<file path="src/rtl/uart_tx_cfg.sv">
// uart_tx_cfg: buffered UART transmitter with a configurable frame format.
// Characters are queued in a small FIFO and sent as: start bit, DATA_BITS
// data bits LSB first, optional parity bit, then one or two stop bits.
// Parity mode and stop-bit count are sampled when a character leaves the
// FIFO, so changing them mid-frame only affects later frames.
//
// Ports:
//   i_Clock        system clock, rising edge
//   i_Rst_L        asynchronous active-low reset
//   i_TX_DV        write strobe, taken only while o_TX_Ready is high
//   i_TX_Byte      character to enqueue
//   i_Parity_Mode  00 none, 01 even, 10 odd, 11 none
//   i_Two_Stop     0 one stop bit, 1 two stop bits
//   o_TX_Ready     FIFO not full
//   o_FIFO_Count   queued entries, excluding the frame being sent
//   o_TX_Active    high from the first start-bit cycle to the last stop-bit cycle
//   o_TX_Serial    serial line, idle high
//   o_TX_Done      one-cycle pulse in the idle cycle after each frame
//   o_Overflow     one-cycle pulse the cycle after a strobe hit a full FIFO
//
// state  | meaning
// IDLE   | line high; pops the FIFO head when one is queued
// START  | drive start bit (0)
// DATA   | drive data bits LSB first
// PARITY | drive parity bit (only when parity enabled)
// STOP   | drive one or two stop bits (1)
module uart_tx_cfg #(
  parameter int CLKS_PER_BIT = 217,
  parameter int DATA_BITS    = 8,
  parameter int FIFO_DEPTH   = 4
) (
  input  logic                          i_Clock,
  input  logic                          i_Rst_L,
  input  logic                          i_TX_DV,
  input  logic [DATA_BITS-1:0]          i_TX_Byte,
  input  logic [1:0]                    i_Parity_Mode,
  input  logic                          i_Two_Stop,
  output logic                          o_TX_Ready,
  output logic [$clog2(FIFO_DEPTH):0]   o_FIFO_Count,
  output logic                          o_TX_Active,
  output logic                          o_TX_Serial,
  output logic                          o_TX_Done,
  output logic                          o_Overflow
);

  localparam int PTR_W = $clog2(FIFO_DEPTH);
  localparam int CNT_W = $clog2(CLKS_PER_BIT);
  localparam int IDX_W = $clog2(DATA_BITS);
  localparam logic [CNT_W-1:0] CNT_MAX = CNT_W'(CLKS_PER_BIT - 1);
  localparam logic [IDX_W-1:0] IDX_MAX = IDX_W'(DATA_BITS - 1);
  localparam logic [PTR_W:0]   FULL    = (PTR_W + 1)'(FIFO_DEPTH);
  localparam logic [PTR_W:0]   ONE     = (PTR_W + 1)'(1);

  typedef enum logic [2:0] {
    S_IDLE   = 3'd0,
    S_START  = 3'd1,
    S_DATA   = 3'd2,
    S_PARITY = 3'd3,
    S_STOP   = 3'd4
  } state_e;

  state_e state_q, state_d;

  // FIFO storage and pointers
  logic [DATA_BITS-1:0] mem_q [FIFO_DEPTH];
  logic [PTR_W-1:0]     wr_ptr_q, rd_ptr_q;
  logic [PTR_W:0]       count_q, count_d;
  logic                 push, pop;

  // Frame datapath
  logic [DATA_BITS-1:0] shift_q;
  logic [CNT_W-1:0]     cnt_q;
  logic [IDX_W-1:0]     idx_q;
  logic                 stop_idx_q;
  logic                 par_en_q, par_bit_q, two_stop_q;
  logic                 bit_end;

  logic                 done_q, done_d;
  logic                 overflow_q;

  // Ready is based on the registered count only, so a same-cycle pop never
  // lets a full FIFO accept a push.
  assign o_TX_Ready   = (count_q != FULL);
  assign o_FIFO_Count = count_q;
  assign push         = i_TX_DV && o_TX_Ready;
  assign pop          = (state_q == S_IDLE) && (count_q != '0);
  assign bit_end      = (cnt_q == CNT_MAX);

  always_comb begin
    count_d = count_q;
    unique case ({push, pop})
      2'b10:   count_d = count_q + ONE;
      2'b01:   count_d = count_q - ONE;
      default: count_d = count_q;
    endcase
  end

  always_ff @(posedge i_Clock) begin
    if (push) mem_q[wr_ptr_q] <= i_TX_Byte;
  end

  always_ff @(posedge i_Clock or negedge i_Rst_L) begin
    if (!i_Rst_L) begin
      wr_ptr_q   <= '0;
      rd_ptr_q   <= '0;
      count_q    <= '0;
      overflow_q <= 1'b0;
      done_q     <= 1'b0;
    end else begin
      if (push) wr_ptr_q <= wr_ptr_q + 1'b1;
      if (pop)  rd_ptr_q <= rd_ptr_q + 1'b1;
      count_q    <= count_d;
      overflow_q <= i_TX_DV && !o_TX_Ready;
      done_q     <= done_d;
    end
  end

  // State register
  always_ff @(posedge i_Clock or negedge i_Rst_L) begin
    if (!i_Rst_L) state_q <= S_IDLE;
    else          state_q <= state_d;
  end

  // Bit timing, shift register and per-frame configuration
  always_ff @(posedge i_Clock or negedge i_Rst_L) begin
    if (!i_Rst_L) begin
      shift_q    <= '0;
      cnt_q      <= '0;
      idx_q      <= '0;
      stop_idx_q <= 1'b0;
      par_en_q   <= 1'b0;
      par_bit_q  <= 1'b0;
      two_stop_q <= 1'b0;
    end else if (pop) begin
      shift_q    <= mem_q[rd_ptr_q];
      cnt_q      <= '0;
      idx_q      <= '0;
      stop_idx_q <= 1'b0;
      par_en_q   <= (i_Parity_Mode == 2'b01) || (i_Parity_Mode == 2'b10);
      par_bit_q  <= (^mem_q[rd_ptr_q]) ^ (i_Parity_Mode == 2'b10);
      two_stop_q <= i_Two_Stop;
    end else if (state_q != S_IDLE) begin
      if (bit_end) begin
        cnt_q <= '0;
        if (state_q == S_DATA) begin
          shift_q <= shift_q >> 1;
          idx_q   <= idx_q + 1'b1;
        end
        if (state_q == S_STOP) stop_idx_q <= 1'b1;
      end else begin
        cnt_q <= cnt_q + 1'b1;
      end
    end
  end

  // Next-state logic
  always_comb begin
    state_d = state_q;
    done_d  = 1'b0;
    unique case (state_q)
      S_IDLE:   if (count_q != '0) state_d = S_START;
      S_START:  if (bit_end) state_d = S_DATA;
      S_DATA:   if (bit_end && (idx_q == IDX_MAX))
                  state_d = par_en_q ? S_PARITY : S_STOP;
      S_PARITY: if (bit_end) state_d = S_STOP;
      S_STOP:   if (bit_end && (!two_stop_q || stop_idx_q)) begin
                  state_d = S_IDLE;
                  done_d  = 1'b1;
                end
      default:  state_d = S_IDLE;
    endcase
  end

  // Outputs are decoded from registered state so the line returns high as
  // soon as reset asserts.
  always_comb begin
    o_TX_Serial = 1'b1;
    o_TX_Active = 1'b1;
    unique case (state_q)
      S_IDLE:   o_TX_Active = 1'b0;
      S_START:  o_TX_Serial = 1'b0;
      S_DATA:   o_TX_Serial = shift_q[0];
      S_PARITY: o_TX_Serial = par_bit_q;
      S_STOP:   o_TX_Serial = 1'b1;
      default: begin
        o_TX_Serial = 1'b1;
        o_TX_Active = 1'b0;
      end
    endcase
  end

  assign o_TX_Done  = done_q;
  assign o_Overflow = overflow_q;

endmodule
</file>
<file path="config.mk">
export PLATFORM = sky130hd
export DESIGN_NAME = uart_tx_cfg
export DESIGN_NICKNAME = d
export VERILOG_FILES = /design/src/rtl/uart_tx_cfg.sv
export SDC_FILE = /design/constraint.sdc
export NUM_CORES = 1
export LEC_CHECK = 0
export ABC_AREA = 1
export BUFFER_PORTS_ARGS = -buffer_cell sky130_fd_sc_hd__buf_2
export CAP_MARGIN = 30
export CORE_MARGIN = 2
export CORE_UTILIZATION = 35
export DETAILED_ROUTE_END_ITERATION = 8
export GPL_ROUTABILITY_DRIVEN = 0
export PLACE_DENSITY = 0.61
export SLEW_MARGIN = 20
export SYNTH_ARGS = -nofsm -noshare
export SYNTH_HDL_FRONTEND = slang
export SYNTH_SLANG_ARGS = --single-unit
</file>
<file path="constraint.sdc">
create_clock -name i_Clock -period 3.8 [get_ports i_Clock]
set_input_delay 0.76 -clock i_Clock [delete_from_list [all_inputs] [get_ports i_Clock]]
set_output_delay 0.76 -clock i_Clock [all_outputs]
set_load 0.02 [all_outputs]
</file>
=== Word-level counts from Yosys, hierarchy flattened ===
Memory sizes are Yosys's and may differ from the RTL's.
Index checks and enable logic that the tools add are counted.

* Bits in registers: 35
* Memory bits (writable): 32
* Output and inout port bits: 8
* Memories: 1

* $add $sub $neg: 6
* Eq/ne operators: 16
* Mux-type cells: 29
* Bitwise gates (word level): 1
* Reductions and logical operators: 22

{| class="wikitable"
|+ Memory list
! name !! words !! width !! rd ports !! clocked after Yosys merged registers in !! write ports !! line !! text
|-
| mem_q || 4 || 8 || 1 || 0 || 1 || 65 || <nowiki>logic [DATA_BITS-1:0] mem_q [FIFO_DEPTH];</nowiki>
|}

{| class="wikitable"
|+ Operators with widths
! kind !! count
|-
| 8-bit two-way mux || 7
|-
| 3-bit two-way mux || 10
|-
| 3-bit case mux with 5 select lines || 1
|-
| 2-bit nonzero test || 5
|-
| 1-bit two-way mux || 9
|-
| 8-bit by 1-bit adder with 8-bit output (second input constant) || 1
|-
| 8-bit equality test (second input constant) || 1
|-
| 8-bit parity || 1
|-
| 3-bit by 1-bit adder with 3-bit output (second input constant) || 2
|-
| 3-bit by 2-bit equality test with 1-bit output (second input constant) || 2
|-
| 3-bit equality test (second input constant) || 2
|-
| 2-bit by 1-bit inequality test with 1-bit output (second input constant) || 3
|-
| 3-bit case mux with 2 select lines || 1
|-
| 3-bit AND reduction || 2
|-
| 3-bit nonzero test || 2
|-
| 1-bit logical AND || 5
|-
| 5-bit AND reduction || 1
|-
| 2-bit by 1-bit adder with 2-bit output (second input constant) || 2
|-
| 2-bit by 1-bit equality test with 1-bit output (second input constant) || 2
|-
| 2-bit equality test (second input constant) || 2
|-
| 2-bit inequality test (second input constant) || 2
|-
| 4-bit OR reduction || 1
|-
| 3-bit by 1-bit equality test with 1-bit output (second input constant) || 1
|-
| 3-bit logical NOT || 1
|-
| other kinds (6) || 8
|}

=== Logic depth before layout (Yosys ltp) ===
* Depth after elaboration: 5
* Depth in mapped cells: 15
* Mapped depth without buffers: 14

=== Worst setup path after synthesis ===
Ideal clock, no wire load.

* Path type: register to register
* Start point: reg count_q[0] (netlist: o_FIFO_Count[0])
* End point: reg count_q[2] (netlist: o_FIFO_Count[2])
* Setup time: 0.131 ns
* Arrival time: 2.042 ns
* Required time: 3.669 ns
* Slack: 1.627 ns
* Cell stages (with the launch flop): 10
* Buffers on the path: 0
* Clock period less this slack: 2.173 ns
* Path through: dfrtp_1 inv_1 nand3_1 nand2_1 ha_1 inv_1 fa_1 a21oi_1 o21ai_0 xnor2_1

* Longest elaborated chain between the ends: 4
* Elaborated cells between the ends (all ways): 10

{| class="wikitable"
|+ RTL lines
! what !! line !! text
|-
| from (decl) || 67 || <nowiki>logic [PTR_W:0] count_q, count_d;</nowiki>
|-
| from (signal assigned) || 112 || <nowiki>count_q <= count_d;</nowiki>
|-
| 3-bit inequality test * || 83 || <nowiki>assign o_TX_Ready = (count_q != FULL);</nowiki>
|-
| named net o_TX_Ready || 38 || <nowiki>output logic o_TX_Ready,</nowiki>
|-
| 1-bit logical AND * || 85 || <nowiki>assign push = i_TX_DV && o_TX_Ready;</nowiki>
|-
| 2-bit by 1-bit equality test with 1-bit output or 2-bit equality test (tied branches) || 91 || <nowiki>unique case ({push, pop})</nowiki>
|-
| 3-bit case mux with 2 select lines or 2-bit nonzero test (tied branches) || - ||
|}

Mark *: on every way through the listed nets, which the timed path passes. The rest lies on a longest branch.
A chain may end at the register's enable or synchronous reset.

=== Final worst setup path ===
* Start point: reg state_q[1]
* End point: reg count_q[2] (netlist: o_FIFO_Count[2])

* Longest elaborated chain between the ends: 4
* Elaborated cells between the ends (all ways): 6

{| class="wikitable"
|+ RTL lines
! what !! line !! text
|-
| from (decl) || 62 || <nowiki>state_e state_q, state_d;</nowiki>
|-
| from (signal assigned) || 121 || <nowiki>else state_q <= state_d;</nowiki>
|-
| 3-bit logical NOT * || 86 || <nowiki>assign pop = (state_q == S_IDLE) && (count_q != '0);</nowiki>
|-
| 1-bit logical AND * || 86 ||
|-
| 2-bit by 1-bit equality test with 1-bit output or 2-bit equality test (tied branches) || 91 ||
|-
| 3-bit case mux with 2 select lines or 2-bit nonzero test (tied branches) || - ||
|}

Mark *: on every way between the ends. The rest lies on a longest branch, timed or not.

==> metrics.md <==
| Metric | Value |
|---|---|
| Fin. Hold Viols | `0` |
| Flop pwr share | `between 30% and 40%` |
| Vias | `2,281` |
| Cell internal pwr | `between 1.5 and 2 mW` |
| Clock Latency Late Sink | `0.34 ns` |
| Syn. warnings | `0` |
| Initial antenna violation count | `0` |
| Reg clk slew, reported paths | `approximately 0.080 ns` |
| Setup crit end kind | `register` |
| WP buf/inv | `3` |
| Hpwl dp | `roughly 4200 um` |
| Setup WS pre-CTS | `approximately 1.3 ns` |
| Gr ovfl total | `0` |
| Die ar. | `10,000 sq um` |
| CTS sink cnt | `between 60 and 70` |
| Main flop type after synthesis | `dfrtp_1` |
| Syn avg cell area | `around 9 sq um` |
| Post-synth top cells | `nand2_1, inv_1, dfrtp_1` |
| DRC | `0` |
| Core area | `9110 sq um` |
| Non-Filler Instances | `slightly below 500` |
| Total CTS buffers | `9` |
| Vias in the first global route | `2,299` |
| Chip Width | `around 100 um` |
| Post-synth cell types | `32` |
| Fill cells | `between 900 and 1,000` |
| Switch Pwr | `~1.2 mW` |
| WL per Instance | `approximately 12 um` |
| Htree depth | `3` |
| DRT antenna net count | `0` |
| Clock buffer depth | `2` |
| CP max stage delay | `around 0.44 ns` |
| Mapped cell area | `3240 sq um` |
| Hold buffers post-CTS | `0` |
| Clock root buffer | `clkbuf_8` |
| Fmax achieved | `about 400 MHz` |
| CTS tree | `built` |
| Overall Global Routing Usage | `a little over an eighth` |
| Maxcap violations | `0` |
| Sw Ratio | `42.4%` |
| Pleak | `1.71 nW` |
| Placed cells | `~480` |
| Kind of critical path | `register to register` |
| Pre-Repair DR Iteration Count | `5` |
| Critical path required time | `between 4 and 5 ns` |
| Initial DRC count | `121` |
| Shortest clock period the worst path allows after layout | `roughly 2.5 ns` |
| Power density cells | `~810 nW/um^2` |
| HP Class | `register to register` |
| Diode count | `0` |
| Asr flop ratio synth | `52.2%` |
| Post-synthesis net count | `approximately 380` |
| Area growth from synthesis to layout | `11.8%` |
| Ports | `22` |
| Worst Tran Pin Value | `just under 0.9 ns` |
| Max VDD drop | `between 0.3 and 0.4 mV` |
| Final Slew Violations | `0` |
| Flops & latches, synth | `67` |
| Starting density of the core | `a little over a third` |
| CTS resizes | `0` |
| First-pass GRT wire length | `between 10,000 and 15,000 um` |
| Family with the most delay on the worst path | `simple AND/OR/NAND/NOR gates` |
| WHS | `0.486 ns` |
| Row count | `35` |
| Relative slew slack | `between 40 and 50%` |
| Combinational fraction of design power | `between 40% and 50%` |
| Largest net degree at the start of global routing | `36` |
| Final period util | `between 60% and 70%` |
| Post-CTS Setup Bufs | `0` |
| Final setup violation count | `0` |
| Final nets | `around 400` |
| Startpoint types | `register` |
| Count leader, synth | `nand2_1` |
| Setup TNS | `0 ns` |
| CP max stage cell | `nor2_2` |
| Number of port buffers | `21` |
| Final worst slack | `~1.3 ns` |
| Cells after Synth | `351` |
| Pwr Total | `around 2.9 mW` |
| Most numerous cell on the critical path | `inv_1` |
| Worst EP arrival | `around 2.7 ns` |
| Max Clock Skew | `approximately 0.011 ns` |
| Top cell type's share of synthesized area | `roughly 30%` |
| Total wire length after detailed routing | `approximately 6000 um` |
| Synth area leader | `edfxtp_1` |
| RSZ-0062 raised after global routing | `false` |
| Number of synthesized flops with an enable pin | `32` |
| Status | `finished, final reports clean` |
| Vias per cell | `4.64` |
| Crit-path max FO | `14` |
| Critical path cell sequence | `nor2_1 -> inv_1 -> nor2_1 -> inv_1 -> nor2_2 -> ha_1 -> inv_1 -> fa_1 -> a21oi_1 -> o21ai_0 -> xnor2_1` |
| Area contributors post-synth | `edfxtp_1, dfrtp_1, nand2_1` |
| Sequential-to-total area share from yosys stat | `between 50% and 60%` |
| Layout cells sized above 1 | `between 10 and 15%` |
| Clock network power share | `roughly a fifth` |
| Die Ht | `100 um` |
-- sequential cells by signal, summed over array words and instances, names as in the netlist --
signal / cells
state_q: 3
stop_idx_q: 1
rd_ptr_q: 2
idx_q: 3
wr_ptr_q: 2
cnt_q: 8
o_FIFO_Count: 3
par_bit_q: 1
two_stop_q: 1
o_TX_Done: 1
o_Overflow: 1
mem_q: 32
par_en_q: 1
shift_q: 8
-- per-layer routing --
metal / part of all wire, % / track usage (%) / up-vias
li1: - / - / 1186
met1: 50 / 18.1 / 1057
met2: 46 / 20.5 / 28
met3: 2.8 / 2.72 / 10
met4: 1.9 / 5.69 / 0
met5: 0 / 0 / -
-- power by group through the flow --
stage               logic, mW  registers (mW)  clock network (mW)
finish                   1.24            1.10               0.602
global route             1.47            1.13               0.650
CTS                      1.26            1.10               0.612
detailed placement       1.26            1.12                   0
global placement         1.23            1.11                   0
floorplan                1.03            1.09                   0
-- final timing paths --
kind,startpoint,end,slack [ns],cells after the start
max in group asynchronous,i_Rst_L,o_FIFO_Count[2],2.79,1
min,idx_q[0],idx_q[0],0.49,1
max reg2reg,state_q[1],o_FIFO_Count[2],1.31,11
max,state_q[1],o_FIFO_Count[2],1.31,11
min in group asynchronous,i_Rst_L,idx_q[1],0.50,1
min reg2reg,idx_q[0],idx_q[0],0.49,1
-- worst register-to-register path, delay by kind of cell (launching register included) --
family | cells | cell delay (ns)
and+or+nand+nor | 3 | 0.73
adders and majority gates | 2 | 0.64
DFF | 1 | 0.41
AOI/OAI and AO/OA | 2 | 0.25
buffers and inverters | 3 | 0.24
xor gates and xnor gates | 1 | 0.13
-- layout by cell type, fill, tap and decap left out --
cell type / count
nand3b_1: 1
nand3_2: 1
nand2_2: 4
o221ai_1: 7
buf_4: 1
o22ai_1: 3
ha_1: 10
edfxtp_1: 32
nor2_1: 17
clkbuf_8: 9
nand3_1: 32
nor3_2: 1
clkinvlp_4: 4
nand2_1: 113
fa_1: 1
clkinv_4: 1
or2_2: 1
inv_2: 2
xnor2_1: 2
inv_1: 49
buf_2: 21
nor3_1: 2
nor2_2: 1
o31ai_1: 1
a21oi_1: 8
inv_6: 1
a21o_1: 1
mux2i_1: 1
xor2_1: 5
nand4_1: 1
dfrtp_1: 35
bufinv_16: 1
o21ai_0: 12
-- cell type report --
cell class	instances	area (sq um)	share of cell area, %
well taps	111	139	3.83
multi-input cells	225	1140	31.5
clock buffers	9	124	3.42
inverters	51	191	5.28
repair buffers	22	113	3.11
clock inverters	7	77.6	2.14
flip-flops and latches	67	1840	50.7
-- logic make-up (layout without fill, tap and decap cells) --
| family | after synthesis | count (layout) | synth area share [%] |
|---|---|---|---|
| AO/OA/AOI/OAI | 32 | 32 | 6.02 |
| XOR/XNOR | 7 | 7 | 1.89 |
| adder cells (fa/ha/maj) | 11 | 11 | 4.48 |
| buffers and inverters | 59 | 89 | 8.11 |
| flip-flops | 67 | 67 | 56.7 |
| multiplexers | 1 | 1 | 0.309 |
| AND/OR/NAND/NOR | 174 | 174 | 22.5 |
-- through the flow --
stage | util (%) | cell area, sq um
3_3_place_gp | 37.6 | 3420
6_report | 39.8 | 3620
3_5_place_dp | 37.6 | 3420
4_1_cts | 39.8 | 3620
5_1_grt | 39.8 | 3620
2_1_floorplan | - | 3240
No activity file was read; power rests on OpenSTA's default activity.
